--- src/rtl/fetch_unit.sv ---
// rtl/fetch_unit.sv - RV32I fetch stage: PC, single-outstanding imem request, one-word decode buffer.
// Define FETCH_MISALIGN_CHECK_EN to halt with a sticky misalign_fault on misaligned redirects.
module fetch_unit #(
  parameter logic [31:0] RESET_PC = 32'h0000_0000
) (
  input  logic        clk,
  input  logic        rst,
  input  logic        redirect_valid,
  input  logic [31:0] redirect_target,
  output logic        imem_req_valid,
  input  logic        imem_req_ready,
  output logic [31:0] imem_addr,
  input  logic        imem_rsp_valid,
  input  logic [31:0] imem_rsp_data,
  output logic        instr_valid,
  input  logic        instr_ready,
  output logic [31:0] instr,
  output logic [31:0] instr_pc,
  output logic        misalign_fault
);

  typedef enum logic [2:0] {IDLE, REQ, WAIT, OUT, DRAIN, HALT} state_e;

  state_e      state_q, state_d;
  logic [31:0] pc_q, pc_d;
  logic [31:0] instr_q, instr_d;
  logic [31:0] instr_pc_q, instr_pc_d;
  logic        fault_q, fault_d;
  logic [31:0] redir_pc;
  logic        redir_misaligned;

`ifdef FETCH_MISALIGN_CHECK_EN
  assign redir_pc         = redirect_target;
  assign redir_misaligned = redirect_target[1:0] != 2'b00;
`else
  assign redir_pc         = redirect_target & 32'hFFFF_FFFC;
  assign redir_misaligned = 1'b0;
`endif

  always_comb begin
    state_d    = state_q;
    pc_d       = pc_q;
    instr_d    = instr_q;
    instr_pc_d = instr_pc_q;
    fault_d    = fault_q;

    case (state_q)
      IDLE:  state_d = REQ;
      REQ:   if (imem_req_ready) state_d = WAIT;
      WAIT: begin
        if (imem_rsp_valid) begin
          instr_d    = imem_rsp_data;
          instr_pc_d = pc_q;
          pc_d       = pc_q + 32'd4;
          state_d    = OUT;
        end
      end
      OUT:   if (instr_ready) state_d = REQ;
      DRAIN: if (imem_rsp_valid) state_d = REQ;
      HALT:  state_d = HALT;
      default: state_d = IDLE;
    endcase

    // Redirect overrides everything above; a response landing this cycle is wrong-path.
    if (redirect_valid && state_q != HALT) begin
      pc_d       = redir_pc;
      instr_d    = instr_q;
      instr_pc_d = instr_pc_q;
      if (redir_misaligned) begin
        fault_d = 1'b1;
        state_d = HALT;
      end else begin
        case (state_q)
          REQ:     state_d = imem_req_ready ? DRAIN : REQ;
          WAIT:    state_d = imem_rsp_valid ? REQ : DRAIN;
          DRAIN:   state_d = imem_rsp_valid ? REQ : DRAIN;
          default: state_d = REQ;
        endcase
      end
    end
  end

  always_ff @(posedge clk) begin
    if (rst) begin
      state_q    <= IDLE;
      pc_q       <= RESET_PC;
      instr_q    <= 32'h0;
      instr_pc_q <= 32'h0;
      fault_q    <= 1'b0;
    end else begin
      state_q    <= state_d;
      pc_q       <= pc_d;
      instr_q    <= instr_d;
      instr_pc_q <= instr_pc_d;
      fault_q    <= fault_d;
    end
  end

  // A response is only legal while one is owed; HALT may still see a dropped one.
  always_ff @(posedge clk) begin
    if (!rst && imem_rsp_valid) begin
      assert (state_q == WAIT || state_q == DRAIN || state_q == HALT);
    end
  end

  assign imem_req_valid = (state_q == REQ);
  assign imem_addr      = pc_q;
  assign instr_valid    = (state_q == OUT);
  assign instr          = instr_q;
  assign instr_pc       = instr_pc_q;
  assign misalign_fault = fault_q;

endmodule

--- config.mk ---
export PLATFORM = sky130hd
export DESIGN_NAME = fetch_unit
export DESIGN_NICKNAME = d
export VERILOG_FILES = /design/src/rtl/fetch_unit.sv
export SDC_FILE = /design/constraint.sdc
export NUM_CORES = 1
export LEC_CHECK = 0
export CORE_MARGIN = 2
export CORE_UTILIZATION = 63
export CTS_CLUSTER_DIAMETER = 200
export CTS_CLUSTER_SIZE = 28
export DETAILED_ROUTE_END_ITERATION = 7
export DONT_BUFFER_PORTS = 1
export PLACE_DENSITY = 0.79
export SYNTH_ARGS = -nofsm -noshare
export SYNTH_HDL_FRONTEND = slang
export SYNTH_SLANG_ARGS = --single-unit
export TNS_END_PERCENT = 10
--- constraint.sdc ---
create_clock -name clk -period 2.55 [get_ports clk]
set_input_delay 0.51 -clock clk [delete_from_list [all_inputs] [get_ports clk]]
set_output_delay 0.51 -clock clk [all_outputs]
set_load 0.005 [all_outputs]
==> results.toml, run 1 <==
[run_status]
outcome = "complete, no violations"

[route]
drtPass1Iterations = 5
wl_per_cell_um = 16.5
viasPerCell = 6.01
drc_errors = 0
drt-initial-drc-count = 249
ant_nets = 0
finalWirelength_um = 9680
vias = 3527

[die]
die_y_um = 84.7
core-area_um2 = 6310
die_x_um = 84.7
rows = 29
start_util = 0.649
ioPinCount = 169
die_area_um2 = 7170

[clock_network]
cts_max_path_buffers = 2
cts_max_level = 3
clock_latency_ns = 0.36
cts_resized = 0
cts_tree = "yes"
cts_setup_buffers = 0
holdBufCountCts = 0
cts-root-buf = "clkbuf_8"
cts_buffers = 9
clkTransAtPathRegs_ns = 0.09
cts_sinks = 95

[logic_synthesis]
synthTopCellsByArea = "dfxtp_1, nand2_1, a21oi_1"
synthTopCellsByCount = "nand2_1, dfxtp_1, a21oi_1"
yosysSeqAreaShare = 0.464
synth_ff_type = "dfxtp_1"
ys_warn_count = 0
synthesis.area_um2 = 4100
synth_top_area_cell = "dfxtp_1"
yosys_register_bits = 95
yosysMostFrequentCell = "nand2_1"
synth.top_cell.area_share = 0.464
ys_types = 49
syn-instance-count = 525
synth_edf_count = 0
synth.avg_cell_area_um2 = 7.81
async_flop_share = 0

[setup_path]
r2r_slack_ns = 0.46
criticalPathCategory = "flip-flop to flip-flop"
critPathMaxFanout = 6
worstPathArrival_ns = 2.38
worstSetupEndpointType = "flip-flop"
worstPathRequired_ns = 2.84
startpoint_type = "flip-flop"

[power_and_ir_drop]
ir_worst_vdd_uv = 387
p_leak_nw = 1.41
powerDensity_nw_per_um2 = 654
p_total_mw = 2.85

[job]
drv_cap = 0

[sta]
period_share = 0.821
fmax_ghz = 0.477
setup_viol = 0
slew_headroom = 0.599
finalHoldViolations = 0
min_period_ns = 2.09
slew_violations = 0
finClkSkew_ns = 0.0105
setup_tns_ns = 0
tightest_slew_ns = 0.600
rsz0062_at_grt = "no"

[layout]
n_fill_cell = 527
nNetsFinal = 576
antenna_cells = 0
drive_above_1_share = 0.0686
fin_cells = 587
area_delta_synth_final_pct = 6.20
final_cell_area_um2 = 4350

[place]
dp_hpwl_um = 6600
dp_cells = 571
port_buffers = 0
gp_congestion = 0.869
dpl_cell_area_um2 = 4120

[global_routing]
grtUsageMet1 = 0.323
grt_start_max_net_pins = 100
grt_pass1_wl_um = 15300
top_usage_layer = "met2"
antenna_found_initial = 0
grt_use_total = 0.259
use_met2 = 0.431
grt_pass1_vias = 3279
grt_util_met3 = 0.0708
grt_overflow_total = 0

[worst_hold_path]
hold_path.class = "input port to flip-flop"
-- worst paths after layout --
check,startpoint,endpoint,depth (start not counted)
min reg2reg,instr[27],instr[27],2
max reg2reg,imem_addr[13],imem_addr[21],5
min,rst,instr[20],1
max,imem_addr[13],imem_addr[21],5
-- per-layer routing --
layer,wire length (um),share of wire
met2,4750,0.49
met3,871,0.090
met5,0,0
met4,86,0.0089
met1,3970,0.41
-- layout by cell type (no fill, tap or decap), types with 2 or more instances in the layout --
cell,Yosys,layout
nand2_1,150,150
nor3_1,5,5
a311oi_1,2,2
conb_1,1,5
nor2b_1,3,3
or3_1,4,4
nor4_2,2,2
clkbuf_8,0,10
and2_1,2,2
o21ai_0,6,6
nand3_1,14,14
buf_12,0,2
xnor2_1,7,7
clkinvlp_4,0,2
buf_4,5,6
a211oi_1,16,16
a21oi_1,71,71
o22ai_1,5,5
xor2_1,16,16
dfxtp_1,95,95
bufinv_16,0,2
and4_1,2,2
inv_1,2,2
a221oi_1,2,2
nand4_1,11,11
or2_2,2,2
and3_1,7,7
nor4_1,2,2
nor2_1,33,32
-- sequential cells by signal, summed over array words and instances (netlist names) --
register and flops:
imem_addr 30, instr_pc 30, state_q 3, instr 32
-- kinds of logic after synthesis --
kind of cell | count (synthesis) | synth area share
simple gates | 249 | 0.279
compound gates | 110 | 0.155
flops | 95 | 0.464
buf+inv | 45 | 0.0464
xor+xnor | 23 | 0.0491
fa+ha+maj | 1 | 0.00305
other cells | 1 | 0.000915
mux | 1 | 0.00244
-- through the flow --
| stage | util | worst slack, ns | hold WS (ns) |
|---|---|---|---|
| CTS | 0.689 | 0.489 | 0.202 |
| detailed placement | 0.653 | 0.539 | 0.459 |
| global route | 0.689 | 0.270 | 0.200 |
| global placement | 0.653 | 0.560 | 0.454 |
| floorplan | - | 0.716 | 0.453 |
| finish | 0.689 | 0.456 | 0.213 |
-- worst max-delay path: stages, from the launching register on --
cell and delay, ns:
dfxtp_1 0.48, nand4_1 0.28, nor4_2 0.59, nand2_1 0.16, or3_1 0.35, a31oi_1 0.16
-- where the power goes --
part	internal, mW	leakage, nW	switching [mW]
registers	1.52	0.773	0.0806
logic	0.0612	0.529	0.0677
clock network	0.584	0.109	0.529
-- cell type report --
type	count	area (um^2)	share of cell area
clock buffers	10	138	0.0316
clock inverters	6	92.6	0.0213
inverters	2	7.51	0.00172
multi-input cells	389	2030	0.467
flip-flops and latches	95	1900	0.437
well taps	77	96.3	0.0221
repair buffers	8	85.1	0.0195
Note: power is estimated with default switching activity, not from simulation.
==> run 2, diff against run 1 <==
Settings changed: CORE_UTILIZATION 63 to 57, PLACE_DENSITY 0.79 to 0.75.
Clock period 2.55 ns to 1.73 ns, I/O delays scaled along.
==> results.toml, run 2 (synthesis results as in run 1) <==
[run_status]
outcome = "complete, no violations"

[route]
drc_errors = 0
finalWirelength_um = 10500
drt-initial-drc-count = 209
wl_per_cell_um = 16.3
drtPass1Iterations = 4
vias = 3739
ant_nets = 0
viasPerCell = 5.77

[clock_network]
cts_sinks = 95
cts_buffers = 9
cts_max_path_buffers = 2
holdBufCountCts = 0
clkTransAtPathRegs_ns = 0.09
cts-root-buf = "clkbuf_8"
cts_max_level = 3
clock_latency_ns = 0.36
cts_tree = "yes"

[place]
dp_cells = 631
dp_hpwl_um = 7370
port_buffers = 0
gp_congestion = 0.836

[global_routing]
grt_overflow_total = 0
grt_pass1_vias = 3356
grt_pass1_wl_um = 15600
grt_start_max_net_pins = 100
antenna_found_initial = 0
grt_use_total = 0.254

[sta]
min_period_ns = 1.69
rsz0062_at_grt = "yes"
period_share = 0.974
holdWs_ns = 0.0537
setup_viol = 0
finalHoldViolations = 0
slew_violations = 0
finClkSkew_ns = 0.00989
fmax_ghz = 0.593

[power_and_ir_drop]
powerDensity_nw_per_um2 = 911
p_leak_nw = 1.71
ir_worst_vdd_uv = 609

[setup_path]
r2r_slack_ns = 0.04
crit_start = "imem_addr[10]"
critPathMaxFanout = 3
startpoint_type = "flip-flop"
rr_worst_depth = 5
crit_end = "imem_addr[28]"
worstPathArrival_ns = 1.94
worstSetupEndpointType = "flip-flop"
r2r_start = "imem_addr[10]"
r2r_end = "imem_addr[28]"
criticalPathCategory = "flip-flop to flip-flop"
worstPathRequired_ns = 1.99

[layout]
largest_reg_flops = 32
antenna_cells = 0
layout_commonest_cell = "nand2_1"
nNetsFinal = 618
utilization = 0.701
fin_cells = 648
area_delta_synth_final_pct = 17.6
layout_common_cells = "nand2_1, dfxtp_1, a21oi_1, buf_4, nor2_1"
drive_above_1_share = 0.183

[die]
ioPinCount = 169
die_area_um2 = 7890
die_y_um = 88.8
start_util = 0.597
core-area_um2 = 6870
die_x_um = 88.8
rows = 30

[worst_hold_path]
worstHoldPathCells = 1
hold_path.class = "input port to flip-flop"

[job]
drv_cap = 0
-- run 2: changes by cell type in the layout (fill, tap and decap cells not counted), sizes merged --
cell / delta
buf: +42
bufinv: +1
clkbuf: -1
clkinv: +3
clkinvlp: -2
inv: -1
-- run 2: area by class of cell --
cell class	instances	area, um^2
Fill cell	574	2050
Timing Repair Buffer	50	392
Clock inverter	7	121
Multi-Input combinational cell	389	2130
Clock buffer	9	124
Sequential cell	95	1920
Inverter	2	7.51
Tap cell	96	120
-- run 2: stage by stage --
step                      power, mW  cell area (um^2)  worst slack, ns  setup TNS, ns
after floorplan                2.58              4130          -0.0299          -1.13
after global placement         2.66              4460           0.0175              0
after detailed placement       2.67              4460          0.00143              0
after CTS                      4.40              4710          0.00223              0
after global routing           4.55              4820          -0.0153        -0.0373
final                          4.39              4820           0.0441              0
-- run 2: critical path, stage by stage, from the launching register on --
cell and delay (ns):
dfxtp_2 0.36, nand4_4 0.12, or4_4 0.60, nor4_4 0.28, xnor2_1 0.15, o21ai_1 0.07
-- run 2: repair_timing --
item,4_1_cts,5_1_grt
setup endpoints to repair,4,37
gates resized for setup,2,22
setup buffers,0,1
pin swaps,1,6
-- run 2: worst min-delay path by stage --
stage               startpoint      endpoint  slack [ns]
finish                     rst     instr[26]        0.05
floorplan             instr[0]      instr[0]        0.45
global placement           rst     instr[21]        0.42
CTS                        rst  imem_addr[2]        0.03
global route               rst     instr[16]        0.03
detailed placement         rst     instr[20]        0.42
-- run 2: power breakdown --
group          leakage (nW)  internal [mW]  switching (mW)
Combinational         0.811          0.152           0.181
Sequential            0.777           2.25          0.0601
Clock                 0.123          0.965           0.783
-- run 2: routing by layer --
metal  global-route usage  part of all wire
met5                    0                 0
met4               0.0868             0.014
met3               0.0905             0.099
met2                0.423              0.49
met1                0.306              0.40
==> run 3, diff against run 2 <==
Settings changed: MAX_ROUTING_LAYER set to met4, SLEW_MARGIN set to 20.
==> results.toml, run 3 (synthesis results as in run 1) <==
[die]
die_area_um2 = 7890
die_y_um = 88.8
core-area_um2 = 6870
die_x_um = 88.8
ioPinCount = 169
start_util = 0.597
rows = 30

[clock_network]
cts-root-buf = "clkbuf_8"
clock_latency_ns = 0.36
cts_tree = "yes"
cts_buffers = 9
cts_sinks = 95
cts_max_path_buffers = 2
cts_max_level = 3
clkTransAtPathRegs_ns = 0.09

[route]
vias = 3773
drc_errors = 0
finalWirelength_um = 10500
drtPass1Iterations = 4
wl_per_cell_um = 16.3
viasPerCell = 5.82
drt-initial-drc-count = 196
ant_nets = 0

[setup_path]
critPathBufInv = 0
critical-path-top-delay-family = "simple AND/OR/NAND/NOR gates"
r2r_end = "imem_addr[28]"
crit_chain = "nand4_4 > or4_4 > nor4_4 > xnor2_1 > o21ai_1"
r2r_slack_ns = 0.04
critPathMaxFanout = 3
max_stage_delay_ns = 0.61
startpoint_type = "flip-flop"
cpMaxStageDelayCell = "or4_4"
worstSetupEndpointType = "flip-flop"
criticalPathCategory = "flip-flop to flip-flop"
worstPathArrival_ns = 1.95
r2r_start = "imem_addr[10]"
worstPathRequired_ns = 1.99
rr_worst_depth = 5

[global_routing]
top_usage_layer = "met2"
grt_start_max_net_pins = 100
grt_overflow_total = 0
grtUsageMet1 = 0.311
antenna_found_initial = 0
use_met2 = 0.422
grt_pass1_vias = 3362
grt_use_total = 0.263
grt_pass1_wl_um = 15600
grt_util_met3 = 0.0840

[sta]
finalHoldViolations = 0
rsz0062_at_grt = "yes"
finClkSkew_ns = 0.00965
setup_viol = 0
holdWs_ns = 0.0539
fmax_ghz = 0.592
setup_tns_ns = 0
min_period_ns = 1.69
period_share = 0.977
slew_violations = 0

[power_and_ir_drop]
powerDensity_nw_per_um2 = 910
p_leak_nw = 1.71
ir_worst_vdd_uv = 608

[layout]
n_fill_cell = 574
layout_commonest_cell = "nand2_1"
layout_common_cells = "nand2_1, dfxtp_1, a21oi_1, buf_4, nor2_1"
area_delta_synth_final_pct = 17.6
antenna_cells = 0
largest_reg_flops = 32
utilization = 0.701
nNetsFinal = 618
multi_input_area_um2 = 2130
drive_above_1_share = 0.183
final_cell_area_um2 = 4820
regArea_um2 = 1920

[worst_hold_path]
hold_path.class = "input port to flip-flop"
min_from = "rst"
worstHoldPathCells = 1
whs_endpoint = "instr[26]"

[run_status]
outcome = "complete, no violations"

[place]
port_buffers = 0
gp_congestion = 0.848
dpl_cell_area_um2 = 4460
dp_hpwl_um = 7370

[job]
drv_cap = 0
[run 3: cell type report]
type                       instances  area share
multi-input combinational        389       0.443
sequential                        95       0.398
timing repair buffer              50      0.0813
clock buffer                       9      0.0257
clock inverter                     7      0.0252
tap                               96      0.0249
inverter                           2     0.00156
[run 3: worst max path at each step]
stage                     depth (start not counted)             to     startpoint
after floorplan                                   5  imem_addr[30]  imem_addr[10]
after global placement                            6  imem_addr[14]     state_q[1]
after detailed placement                          5  imem_addr[30]  imem_addr[10]
after CTS                                         6  imem_addr[14]   imem_addr[3]
after global routing                              6  imem_addr[20]     state_q[0]
final                                             5  imem_addr[28]  imem_addr[10]
[run 3: what timing repair did]
item                       4_1_cts  5_1_grt
gates resized for setup          2       22
pin swaps                        1        6
setup endpoints to repair        4       37
buffers inserted                 0        1
hold buffers                     0        0
[run 3: metal layers]
| layer | wire, um | vias up |
|---|---|---|
| li1 | - | 1819 |
| met1 | 4210 | 1755 |
| met2 | 5100 | 180 |
| met3 | 1080 | 19 |
| met4 | 156 | 0 |
| met5 | 0 | - |
[run 3: metrics by stage]
step | cells | worst slack (ns) | total power [mW]
2_1_floorplan | 529 | -0.0299 | 2.58
3_3_place_gp | 631 | 0.0175 | 2.66
3_5_place_dp | 631 | 0.00143 | 2.67
4_1_cts | 647 | 0.00223 | 4.40
5_1_grt | 648 | -0.0153 | 4.55
6_report | 648 | 0.0403 | 4.39
[run 3: power by group]
group / switching, mW / internal [mW]
logic: 0.181 / 0.152
registers: 0.0604 / 2.25
clock network: 0.780 / 0.965
